===== config.mk =====
export PLATFORM = sky130hd
export DESIGN_NAME = fetch_unit
export DESIGN_NICKNAME = d
export VERILOG_FILES = /design/src/rtl/fetch_unit.sv
export SDC_FILE = /design/constraint.sdc
export NUM_CORES = 1
export LEC_CHECK = 0
export ABC_AREA = 1
export CORE_UTILIZATION = 35
export CTS_BUF_LIST = sky130_fd_sc_hd__clkbuf_8
export DETAILED_ROUTE_END_ITERATION = 8
export DONT_BUFFER_PORTS = 1
export HOLD_SLACK_MARGIN = 0.02
export PLACE_DENSITY = 0.55
export SYNTH_ARGS = -nofsm -noshare
export SYNTH_HDL_FRONTEND = slang
export SYNTH_SLANG_ARGS = --single-unit

===== constraint.sdc =====
create_clock -name clk -period 4.46 [get_ports clk]
set_input_delay 1.115 -clock clk [delete_from_list [all_inputs] [get_ports clk]]
set_output_delay 1.115 -clock clk [all_outputs]
set_load 0.1 [all_outputs]

===== src/rtl/fetch_unit.sv =====
// Instruction-fetch stage: owns the fetch PC, hides the IROM's one-cycle read
// latency and feeds decode from a 2-entry queue with single-cycle redirect.

module fetch_unit_chk (
    input logic       clk,
    input logic       rst_n,
    input logic       push,
    input logic       valid,
    input logic [1:0] count
);

    // Credit accounting must keep the queue from ever overflowing.
    a_no_overflow: assert property (@(posedge clk) disable iff (!rst_n)
        !(push && (count == 2'd2)));

    a_count_range: assert property (@(posedge clk) disable iff (!rst_n)
        count != 2'd3);

    a_valid_tracks_count: assert property (@(posedge clk) disable iff (!rst_n)
        valid == (count != 2'd0));

endmodule

module fetch_unit #(
    parameter int                    ARCH_WIDTH = 32,
    parameter int                    IM_WIDTH   = 32,
    parameter logic [ARCH_WIDTH-1:0] RESET_PC   = {ARCH_WIDTH{1'b0}}
) (
    input  logic                  clk,
    input  logic                  rst_n,
    input  logic                  redirect_valid,
    input  logic [ARCH_WIDTH-1:0] redirect_pc,
    output logic [ARCH_WIDTH-1:0] im_addr,
    input  logic [0:IM_WIDTH-1]   im_dout,
    output logic                  if_valid,
    input  logic                  if_ready,
    output logic [ARCH_WIDTH-1:0] if_pc,
    output logic [0:IM_WIDTH-1]   if_instr
);

    localparam logic [ARCH_WIDTH-1:0] PC_STEP    = {{(ARCH_WIDTH-3){1'b0}}, 3'd4};
    localparam logic [ARCH_WIDTH-1:0] ALIGN_MASK = {{(ARCH_WIDTH-2){1'b1}}, 2'b00};
    localparam logic [ARCH_WIDTH-1:0] PC_ZERO    = {ARCH_WIDTH{1'b0}};
    localparam logic [0:IM_WIDTH-1]   INSTR_ZERO = {IM_WIDTH{1'b0}};

    logic [ARCH_WIDTH-1:0] pc_r;
    logic                  infl_r;
    logic [ARCH_WIDTH-1:0] infl_pc_r;

    logic [1:0]            count_r;
    logic                  valid_r;
    logic [ARCH_WIDTH-1:0] hd_pc_r;
    logic [0:IM_WIDTH-1]   hd_instr_r;
    logic [ARCH_WIDTH-1:0] tl_pc_r;
    logic [0:IM_WIDTH-1]   tl_instr_r;

    logic                  pop_s;
    logic                  push_s;
    logic                  issue_s;
    logic [2:0]            occ_s;
    logic [ARCH_WIDTH-1:0] addr_s;

    // Issue address selection and credit check; occupancy counts the queue
    // plus the outstanding IM read, net of the entry decode takes this cycle.
    always_comb begin
        pop_s   = 1'b0;
        push_s  = 1'b0;
        addr_s  = pc_r;
        occ_s   = 3'd0;
        issue_s = 1'b0;

        pop_s  = valid_r & if_ready;
        push_s = infl_r & ~redirect_valid;

        if (redirect_valid) begin
            addr_s = redirect_pc & ALIGN_MASK;
        end else begin
            addr_s = pc_r;
        end

        occ_s   = {1'b0, count_r} + {2'b00, infl_r} - {2'b00, pop_s};
        issue_s = redirect_valid | (occ_s < 3'd2);
    end

    assign im_addr  = addr_s;
    assign if_valid = valid_r;
    assign if_pc    = hd_pc_r;
    assign if_instr = hd_instr_r;

    // Fetch PC and in-flight read tracking.
    always_ff @(posedge clk or negedge rst_n) begin
        if (!rst_n) begin
            pc_r      <= RESET_PC;
            infl_r    <= 1'b0;
            infl_pc_r <= PC_ZERO;
        end else if (issue_s) begin
            pc_r      <= addr_s + PC_STEP;
            infl_r    <= 1'b1;
            infl_pc_r <= addr_s;
        end else begin
            infl_r    <= 1'b0;
        end
    end

    // Two-entry shift queue; the head registers drive decode directly and are
    // zeroed whenever the queue empties so an idle head reads as 0.
    always_ff @(posedge clk or negedge rst_n) begin
        if (!rst_n) begin
            count_r    <= 2'd0;
            valid_r    <= 1'b0;
            hd_pc_r    <= PC_ZERO;
            hd_instr_r <= INSTR_ZERO;
            tl_pc_r    <= PC_ZERO;
            tl_instr_r <= INSTR_ZERO;
        end else if (redirect_valid) begin
            count_r    <= 2'd0;
            valid_r    <= 1'b0;
            hd_pc_r    <= PC_ZERO;
            hd_instr_r <= INSTR_ZERO;
        end else begin
            case ({push_s, pop_s})
                2'b10: begin
                    if (count_r == 2'd0) begin
                        hd_pc_r    <= infl_pc_r;
                        hd_instr_r <= im_dout;
                        valid_r    <= 1'b1;
                        count_r    <= 2'd1;
                    end else begin
                        tl_pc_r    <= infl_pc_r;
                        tl_instr_r <= im_dout;
                        count_r    <= 2'd2;
                    end
                end
                2'b01: begin
                    if (count_r == 2'd2) begin
                        hd_pc_r    <= tl_pc_r;
                        hd_instr_r <= tl_instr_r;
                        count_r    <= 2'd1;
                    end else begin
                        hd_pc_r    <= PC_ZERO;
                        hd_instr_r <= INSTR_ZERO;
                        valid_r    <= 1'b0;
                        count_r    <= 2'd0;
                    end
                end
                2'b11: begin
                    if (count_r == 2'd2) begin
                        hd_pc_r    <= tl_pc_r;
                        hd_instr_r <= tl_instr_r;
                        tl_pc_r    <= infl_pc_r;
                        tl_instr_r <= im_dout;
                    end else begin
                        hd_pc_r    <= infl_pc_r;
                        hd_instr_r <= im_dout;
                    end
                end
                default: begin
                    count_r <= count_r;
                end
            endcase
        end
    end

    fetch_unit_chk u_chk (
        .clk   (clk),
        .rst_n (rst_n),
        .push  (push_s),
        .valid (valid_r),
        .count (count_r)
    );

endmodule


**Yosys cells after proc, flatten, opt, wreduce, memory -nomap -nowiden**

Index checks and enable logic that the tools add are counted.

- Memory bits (read-only): 0
- Word-level logic and storage cells: 58
- Output and inout port bits: 97
- Memory bits (writable): 0
- Register bits after elaboration: 196
- Bits in latches: 0
- Input bits: 68
- Memories kept: 0

- Shifts and indexed selects: 0
- Add/sub/neg operators: 3
- Reduce and logical (&&, ||, !) cells: 7
- Magnitude comparators: 1
- Div/mod/pow operators: 0
- Bitwise operators: 4
- Multiply operators: 0
- Eq/ne operators: 8
- Muxes and demuxes: 26

Operators with widths:

| operator | count |
|---|---|
| 32-bit two-way mux | 13 |
| 32-bit one-hot mux with 3 select lines | 2 |
| 32-bit one-hot mux with 2 select lines | 2 |
| 32-bit by 3-bit adder with 32-bit output, second input constant | 1 |
| 2-bit == test, second input constant | 3 |
| 3-bit != test, second input constant | 2 |
| 1-bit two-way mux | 5 |
| 2-bit two-way mux | 2 |
| 2-bit != test, second input constant | 2 |
| 2-bit one-hot mux with 2 select lines | 1 |
| 4-bit AND reduction | 1 |
| 4-bit nonzero test | 1 |
| 2-bit by 1-bit adder with 3-bit output | 1 |
| 3-bit by 2-bit < comparator with 1-bit output, second input constant | 1 |
| 3-bit AND reduction | 1 |
| 3-bit nonzero test | 1 |
| 3-bit by 1-bit subtractor with 3-bit output | 1 |
| 1-bit bitwise AND | 2 |
| 2-bit by 1-bit == test with 1-bit output, second input constant | 1 |
| 2-bit logical NOT | 1 |
| 1-bit one-hot mux with 2 select lines | 1 |
| 2-bit AND reduction | 1 |
| 2-bit nonzero test | 1 |
| 1-bit NOT | 1 |
| 1-bit OR | 1 |

**Longest topological paths before layout**

Gate-level depths: netlist of the first run.

- Word-level depth: 5
- Depth in mapped cells: 13
- Mapped depth without buffers: 12

**Least setup slack after synthesis of the first run**

No wires, ideal clock.

- Path type: input to output
- Start: input port redirect_valid
- End: output port im_addr[0]
- Arrival time: 2.808 ns
- Required time: 3.345 ns
- Buffers on the path: 3
- Cell stages on the path: 4
- Setup slack: 0.537 ns
- Path through: buf_6 buf_6 buf_2 nor2_1

- Word-level cells in the longest chain between the ends: 1

RTL lines:

| what | RTL line | source |
|---|---|---|
| start, declared | 31 | `input logic redirect_valid,` |
| 32-bit two-way mux | 75 | `if (redirect_valid) begin` |
| end, declared | 33 | `output logic [ARCH_WIDTH-1:0] im_addr,` |

Every way passes these cells.

**Worst setup path in the final report of the first run**

- Start: input port redirect_valid
- End: output port im_addr[23]

The elaborated chain is that of the path after synthesis.

==> results of run 1 <==
==> placed cells by master, fill, tap and decap left out, types with 2 or more instances in the layout <==
| cell | Yosys | routed |
|---|---|---|
| nand2_1 | 432 | 431 |
| nor3_1 | 3 | 3 |
| clkbuf_8 | 0 | 17 |
| buf_4 | 1 | 28 |
| dfrtp_1 | 194 | 194 |
| xnor2_1 | 3 | 3 |
| bufinv_16 | 0 | 2 |
| inv_6 | 0 | 4 |
| o21ai_2 | 6 | 7 |
| o21a_1 | 6 | 6 |
| nand2_4 | 2 | 2 |
| inv_8 | 0 | 3 |
| a21oi_1 | 10 | 10 |
| nand2_2 | 25 | 26 |
| inv_2 | 10 | 9 |
| o21ai_0 | 165 | 165 |
| nand4_1 | 5 | 5 |
| clkinv_2 | 0 | 2 |
| nor2_1 | 45 | 43 |
| nand3_1 | 99 | 99 |
| inv_1 | 97 | 97 |
| nor2_4 | 5 | 5 |
| xor2_1 | 2 | 2 |
| o211ai_1 | 9 | 9 |
| nor2_2 | 10 | 12 |
| clkinv_4 | 0 | 4 |
==> routing by layer <==
metal  part of all wire [%]  track usage (%)  wire length, µm
met5                      0                0                0
met4                    1.4             5.24              348
met3                    5.7             4.34             1400
met2                     46             30.2            11300
met1                     47             24.4            11400
==> logic make-up (layout without fill, tap and decap cells) <==
| family | Yosys count | after routing | share of synthesized area (%) |
|---|---|---|---|
| adder cells (fa/ha/maj) | 2 | 2 | 0.346 |
| XOR/XNOR | 5 | 5 | 0.466 |
| AND/OR/NAND/NOR | 629 | 629 | 28.3 |
| flip-flops | 194 | 194 | 51.7 |
| buffers and inverters | 173 | 167 | 7.58 |
| AO/OA/AOI/OAI | 203 | 203 | 11.6 |
==> report_power, final <==
part / internal (mW) / switching (mW)
sequential: 2.47 / 1.92
combinational: 0.725 / 2.08
clock: 0.517 / 0.692
total: 3.71 / 4.68
==> layout make-up <==
cell class,count,area share [%]
Clock inverter,14,1.66
Timing Repair Buffer,29,2.27
Tap cell,335,4.12
Sequential cell,194,47.8
Inverter,107,3.96
Multi-Input combinational cell,839,37.9
Clock buffer,17,2.30
==> stage by stage <==
step | power (mW) | hold WS, ns | instance area [µm²] | worst slack (ns)
2_1_floorplan | 6.55 | 0.442 | 9390 | 0.537
3_3_place_gp | 7.20 | 0.458 | 9760 | 0.859
3_5_place_dp | 7.25 | 0.460 | 9760 | 0.838
4_1_cts | 8.48 | 0.299 | 10200 | 0.882
5_1_grt | 8.99 | 0.296 | 10200 | 0.775
6_report | 8.39 | 0.345 | 10200 | 0.899
==> worst paths after layout <==
| kind | start | endpoint | slack [ns] | depth (start not counted) |
|---|---|---|---|---|
| setup reg to reg | if_valid | pc_r[30] | 1.57 | 13 |
| max in group asynchronous | rst_n | infl_pc_r[9] | 3.83 | 0 |
| min in group clk | pc_r[30] | pc_r[30] | 0.49 | 2 |
| hold / removal | rst_n | tl_instr_r[30] | 0.35 | 0 |
| setup / recovery | redirect_valid | im_addr[23] | 0.90 | 4 |
| hold reg to reg | pc_r[30] | pc_r[30] | 0.49 | 2 |
==> Yosys cell counts, drive strengths merged <==
cell	n
nor3	3
nand2	459
nand3b	1
o22ai	1
nor2	60
buf	39
xnor2	3
dfrtp	194
o21a	6
o21bai	1
o211ai	9
o31ai	1
clkbuf	27
nand3	100
and2	1
o221ai	1
xor2	2
a21oi	10
fa	1
nand4	5
a211oi	1
ha	1
o21ai	173
inv	107
==> state kept, by name, indices dropped and copies added (netlist names) <==
register and flops:
count_r 2, tl_instr_r 32, tl_pc_r 32, infl_r 1, pc_r 32, if_instr 32
if_valid 1, infl_pc_r 30, if_pc 32
==> qor.csv, run 1 <==
metric,value,unit
"CP delay by family, top",buffers and inverters,
clk_lat worst skew,0.47,ns
initial antenna violation count,0,
Final setup violation count,0,
HP Class,input port to async pin,
Ports,165,
CP max stage delay,0.39,ns
Static Leak,4.96,nW
Max Fclk,281,MHz
FF/Latch Area,4850,µm²
critical path type,input port to output port,
Seq cells post-synth,194,
VDD IR-drop max,0.000264,V
CTS max path bufs,2,
Area contributors post-synth,"dfrtp_1 52%, nand2_1 17%, o21ai_0 8.8%",
Resized Gates After CTS,0,
vias in the first global route,7534,
Die Wd,166,µm
ANT cells,0,
worst-margin pin slew,0.982,ns
outcome,"complete, but fails checks",
area share of the largest cell type after synthesis,51.7,%
vias per cell,4.93,
worst-path fanout max,48,
port bufs,0,
total congestion overflow,0,
CP Buf/Inv Count,3,
NumNets Final,1258,
first-pass GRT wire length,40.7,mm
DIE AREA,27500,µm²
crit-path cells,clkinv_2 -> buf_4 -> o21ai_2 -> buf_4,
required time worst endpoint,3.35,ns
Tmin final,3.56,ns
postcts setup bufs,0,
post-route ant nets,0,
P per Cell Area,826,nW/µm²
drt drc,11,
failing checks,DRC,
Mapped Cells,1206,
Synth area leader,dfrtp_1,
DRT iter0 DRCs,674,
syn_nets,1276,
CTS sink cnt,194,
Area Overhead vs Synth,8.23,%
Startpoint Class,input port,
GPL Wtd Cong,0.861,
starting density of the core,35.8,%
Final Cycle Share,79.9,%
RSZ-0062 raised after global routing,no,
Detail Placement HPWL,15.5,mm
final wirelength,24.4,mm
final core utilization,38.8,%
final hold vios,0,
YS warnings,0,
Root Driver,clkbuf_8,
chip height,166,µm
Cell variety after synth,35,
fillers,2747,
Critical-path top delay cell,clkinv_2,
Clock transition at path regs,0.11,ns
Core Area,26200,µm²
"Slew Viols, Final",0,
drt pass-1 iters,7,
wire per inst,15.9,µm
pin count of the biggest net entering global routing,195,
GRT Overall Usage,18.5,%
Syn Std Cell Area,9390,µm²
CTS buffer count,17,
most frequent CP cell,buf_4,
row count,59,
Non-Filler Instances,1535,
sequential element share of the synthesized area,51.7,%
layout cell share with drive strength beyond 1,10.4,%
# hold bufs at CTS,0,
routed via count,7571,
placed cell count,1504,
area of the multi-input gates,3850,µm²
H-tree depth,4,
CP Data Arrival Time,2.45,ns
syn_area_per_cell,7.79,µm²
clock skew,0.0143,ns
Crit. End Element,output port,
Slew HR,34.5,%
final setup TNS,0,ns
CTS tree,done,
max-cap viol count,0,
(Power assumes the default switching activity.)
==> inputs of run 2 (changes only) <==
--- a/config.mk
+++ b/config.mk
@@ -11,7 +11,7 @@
 export DETAILED_ROUTE_END_ITERATION = 8
 export DONT_BUFFER_PORTS = 1
 export HOLD_SLACK_MARGIN = 0.02
-export PLACE_DENSITY = 0.55
+export PLACE_DENSITY = 0.57
 export SYNTH_ARGS = -nofsm -noshare
 export SYNTH_HDL_FRONTEND = slang
 export SYNTH_SLANG_ARGS = --single-unit
==> constraint.sdc (replaced) <==
create_clock -name clk -period 2.96 [get_ports clk]
set_input_delay 0.74 -clock clk [delete_from_list [all_inputs] [get_ports clk]]
set_output_delay 0.74 -clock clk [all_outputs]
set_load 0.1 [all_outputs]
==> run 2 against run 1 <==
Effect of this change: the flow finishes with violations (DRC, hold timing); largest cell class unchanged; clock power rose by 63%; clock skew grew 0.0066 ns; global-route usage up 0.59 points.
==> qor.csv, run 2 (same netlist as run 1, synthesis figures left out) <==
metric,value,unit
Tmin final,2.43,ns
Startpoint Class,input port,
DRT iter0 DRCs,714,
drt pass-1 iters,7,
max-cap viol count,0,
Die Wd,166,µm
Resized Gates After CTS,0,
RSZ-0062 raised after global routing,no,
HP Class,input port to async pin,
CTS sink cnt,194,
required time worst endpoint,2.22,ns
vias in the first global route,7630,
P_sw,7.21,mW
Max Fclk,412,MHz
CTS buffer count,17,
critical path type,input port to output port,
CP Data Arrival Time,1.69,ns
Static Leak,5.16,nW
H-tree depth,4,
Core Area,26200,µm²
postcts setup bufs,0,
placed cell count,1530,
fillers,2714,
layout cell share with drive strength beyond 1,12.5,%
Non-Filler Instances,1562,
pin count of the biggest net entering global routing,195,
GPL Wtd Cong,0.797,
drt drc,16,
wire per inst,16.1,µm
internal power,5.97,mW
routed via count,7832,
final hold vios,121,
final core utilization,40.4,%
ANT cells,0,
"commonest cells after routing, fill and taps aside","431 x nand2_1, 193 x dfrtp_1, 165 x o21ai_0",
VDD IR-drop max,0.000461,V
sw frac,54.7,%
Ports,165,
CTS tree,done,
Crit. End Element,output port,
Clock transition at path regs,0.11,ns
final wirelength,25.1,mm
"Slew Viols, Final",0,
initial antenna violation count,0,
P per Cell Area,1240,nW/µm²
worst-margin pin slew,0.993,ns
Root Driver,clkbuf_8,
NumNets Final,1284,
total congestion overflow,0,
Seq pwr share,49.7,%
"most common cell after layout, fill and taps aside",nand2_1,
CTS max path bufs,2,
worst-path fanout max,48,
failing checks,"DRC, hold timing",
Slew HR,33.8,%
Detail Placement HPWL,16.2,mm
vias per cell,5.01,
starting density of the core,35.8,%
outcome,"complete, but fails checks",
Final setup violation count,0,
chip height,166,µm
GRT Overall Usage,19.1,%
Final Cycle Share,82.0,%
row count,59,
port bufs,0,
clock skew,0.0209,ns
combinational share of power,35.3,%
post-route ant nets,0,
hold slack final,-0.0367,ns
clk_lat worst skew,0.47,ns
Clk pwr share,14.9,%
DIE AREA,27500,µm²
first-pass GRT wire length,41.8,mm
Area Overhead vs Synth,12.8,%
-- run 2: cell count changes in the layout (fill, tap and decap cells not counted), sizes merged --
cell and delta:
buf +26, clkinv -2, clkinvlp +2, bufinv +1
-- run 2: final cells by class --
cell class                      count  area (µm²)  area share [%]
Clock buffer                       17         234            2.21
Clock inverter                     15         218            2.05
Inverter                          107         403            3.80
Multi-Input combinational cell    839        3850            36.4
Sequential cell                   194        4860            45.8
Tap cell                          335         419            3.96
Timing Repair Buffer               55         613            5.79
-- run 2: metal layers --
metal	track usage, %	share of wire, %	vias to the layer above
met5	0	0	-
met4	3.90	0.72	0
met3	3.93	6.1	13
met2	30.1	45	245
met1	27.1	49	3730
li1	-	-	3844
-- run 2: worst max-delay path: stages --
cell,delay (ns)
clkinv_2,0.04
buf_4,0.27
nand2_1,0.16
nand2_2,0.15
buf_4,0.31
-- run 2: power by group through the flow --
stage               clock [mW]  combinational (mW)  sequential, mW
global route              2.13                5.21            6.69
CTS                       2.04                4.71            6.56
detailed placement           0                4.68            6.61
global placement             0                4.61            6.59
finish                    1.97                4.66            6.56
floorplan                    0                3.34            6.54
-- run 2: final timing paths --
kind | from | end | slack, ns | depth (start not counted)
setup / recovery | redirect_valid | im_addr[16] | 0.53 | 5
hold / removal | rst_n | if_instr[24] | -0.04 | 0
setup reg to reg | if_valid | infl_pc_r[2] | 0.57 | 12
hold reg to reg | pc_r[5] | pc_r[5] | 0.49 | 2
max in group asynchronous | rst_n | count_r[1] | 2.71 | 0
min in group clk | redirect_valid | pc_r[0] | 0.37 | 1
-- run 2: through the flow --
step	power (mW)	setup TNS (ns)	instance area (µm²)	setup WS (ns)
finish	13.2	0	10600	0.533
floorplan	9.88	-0.425	9400	-0.213
CTS	13.3	0	10600	0.555
global placement	11.2	0	10100	0.235
global route	14.0	0	10600	0.379
detailed placement	11.3	0	10100	0.229
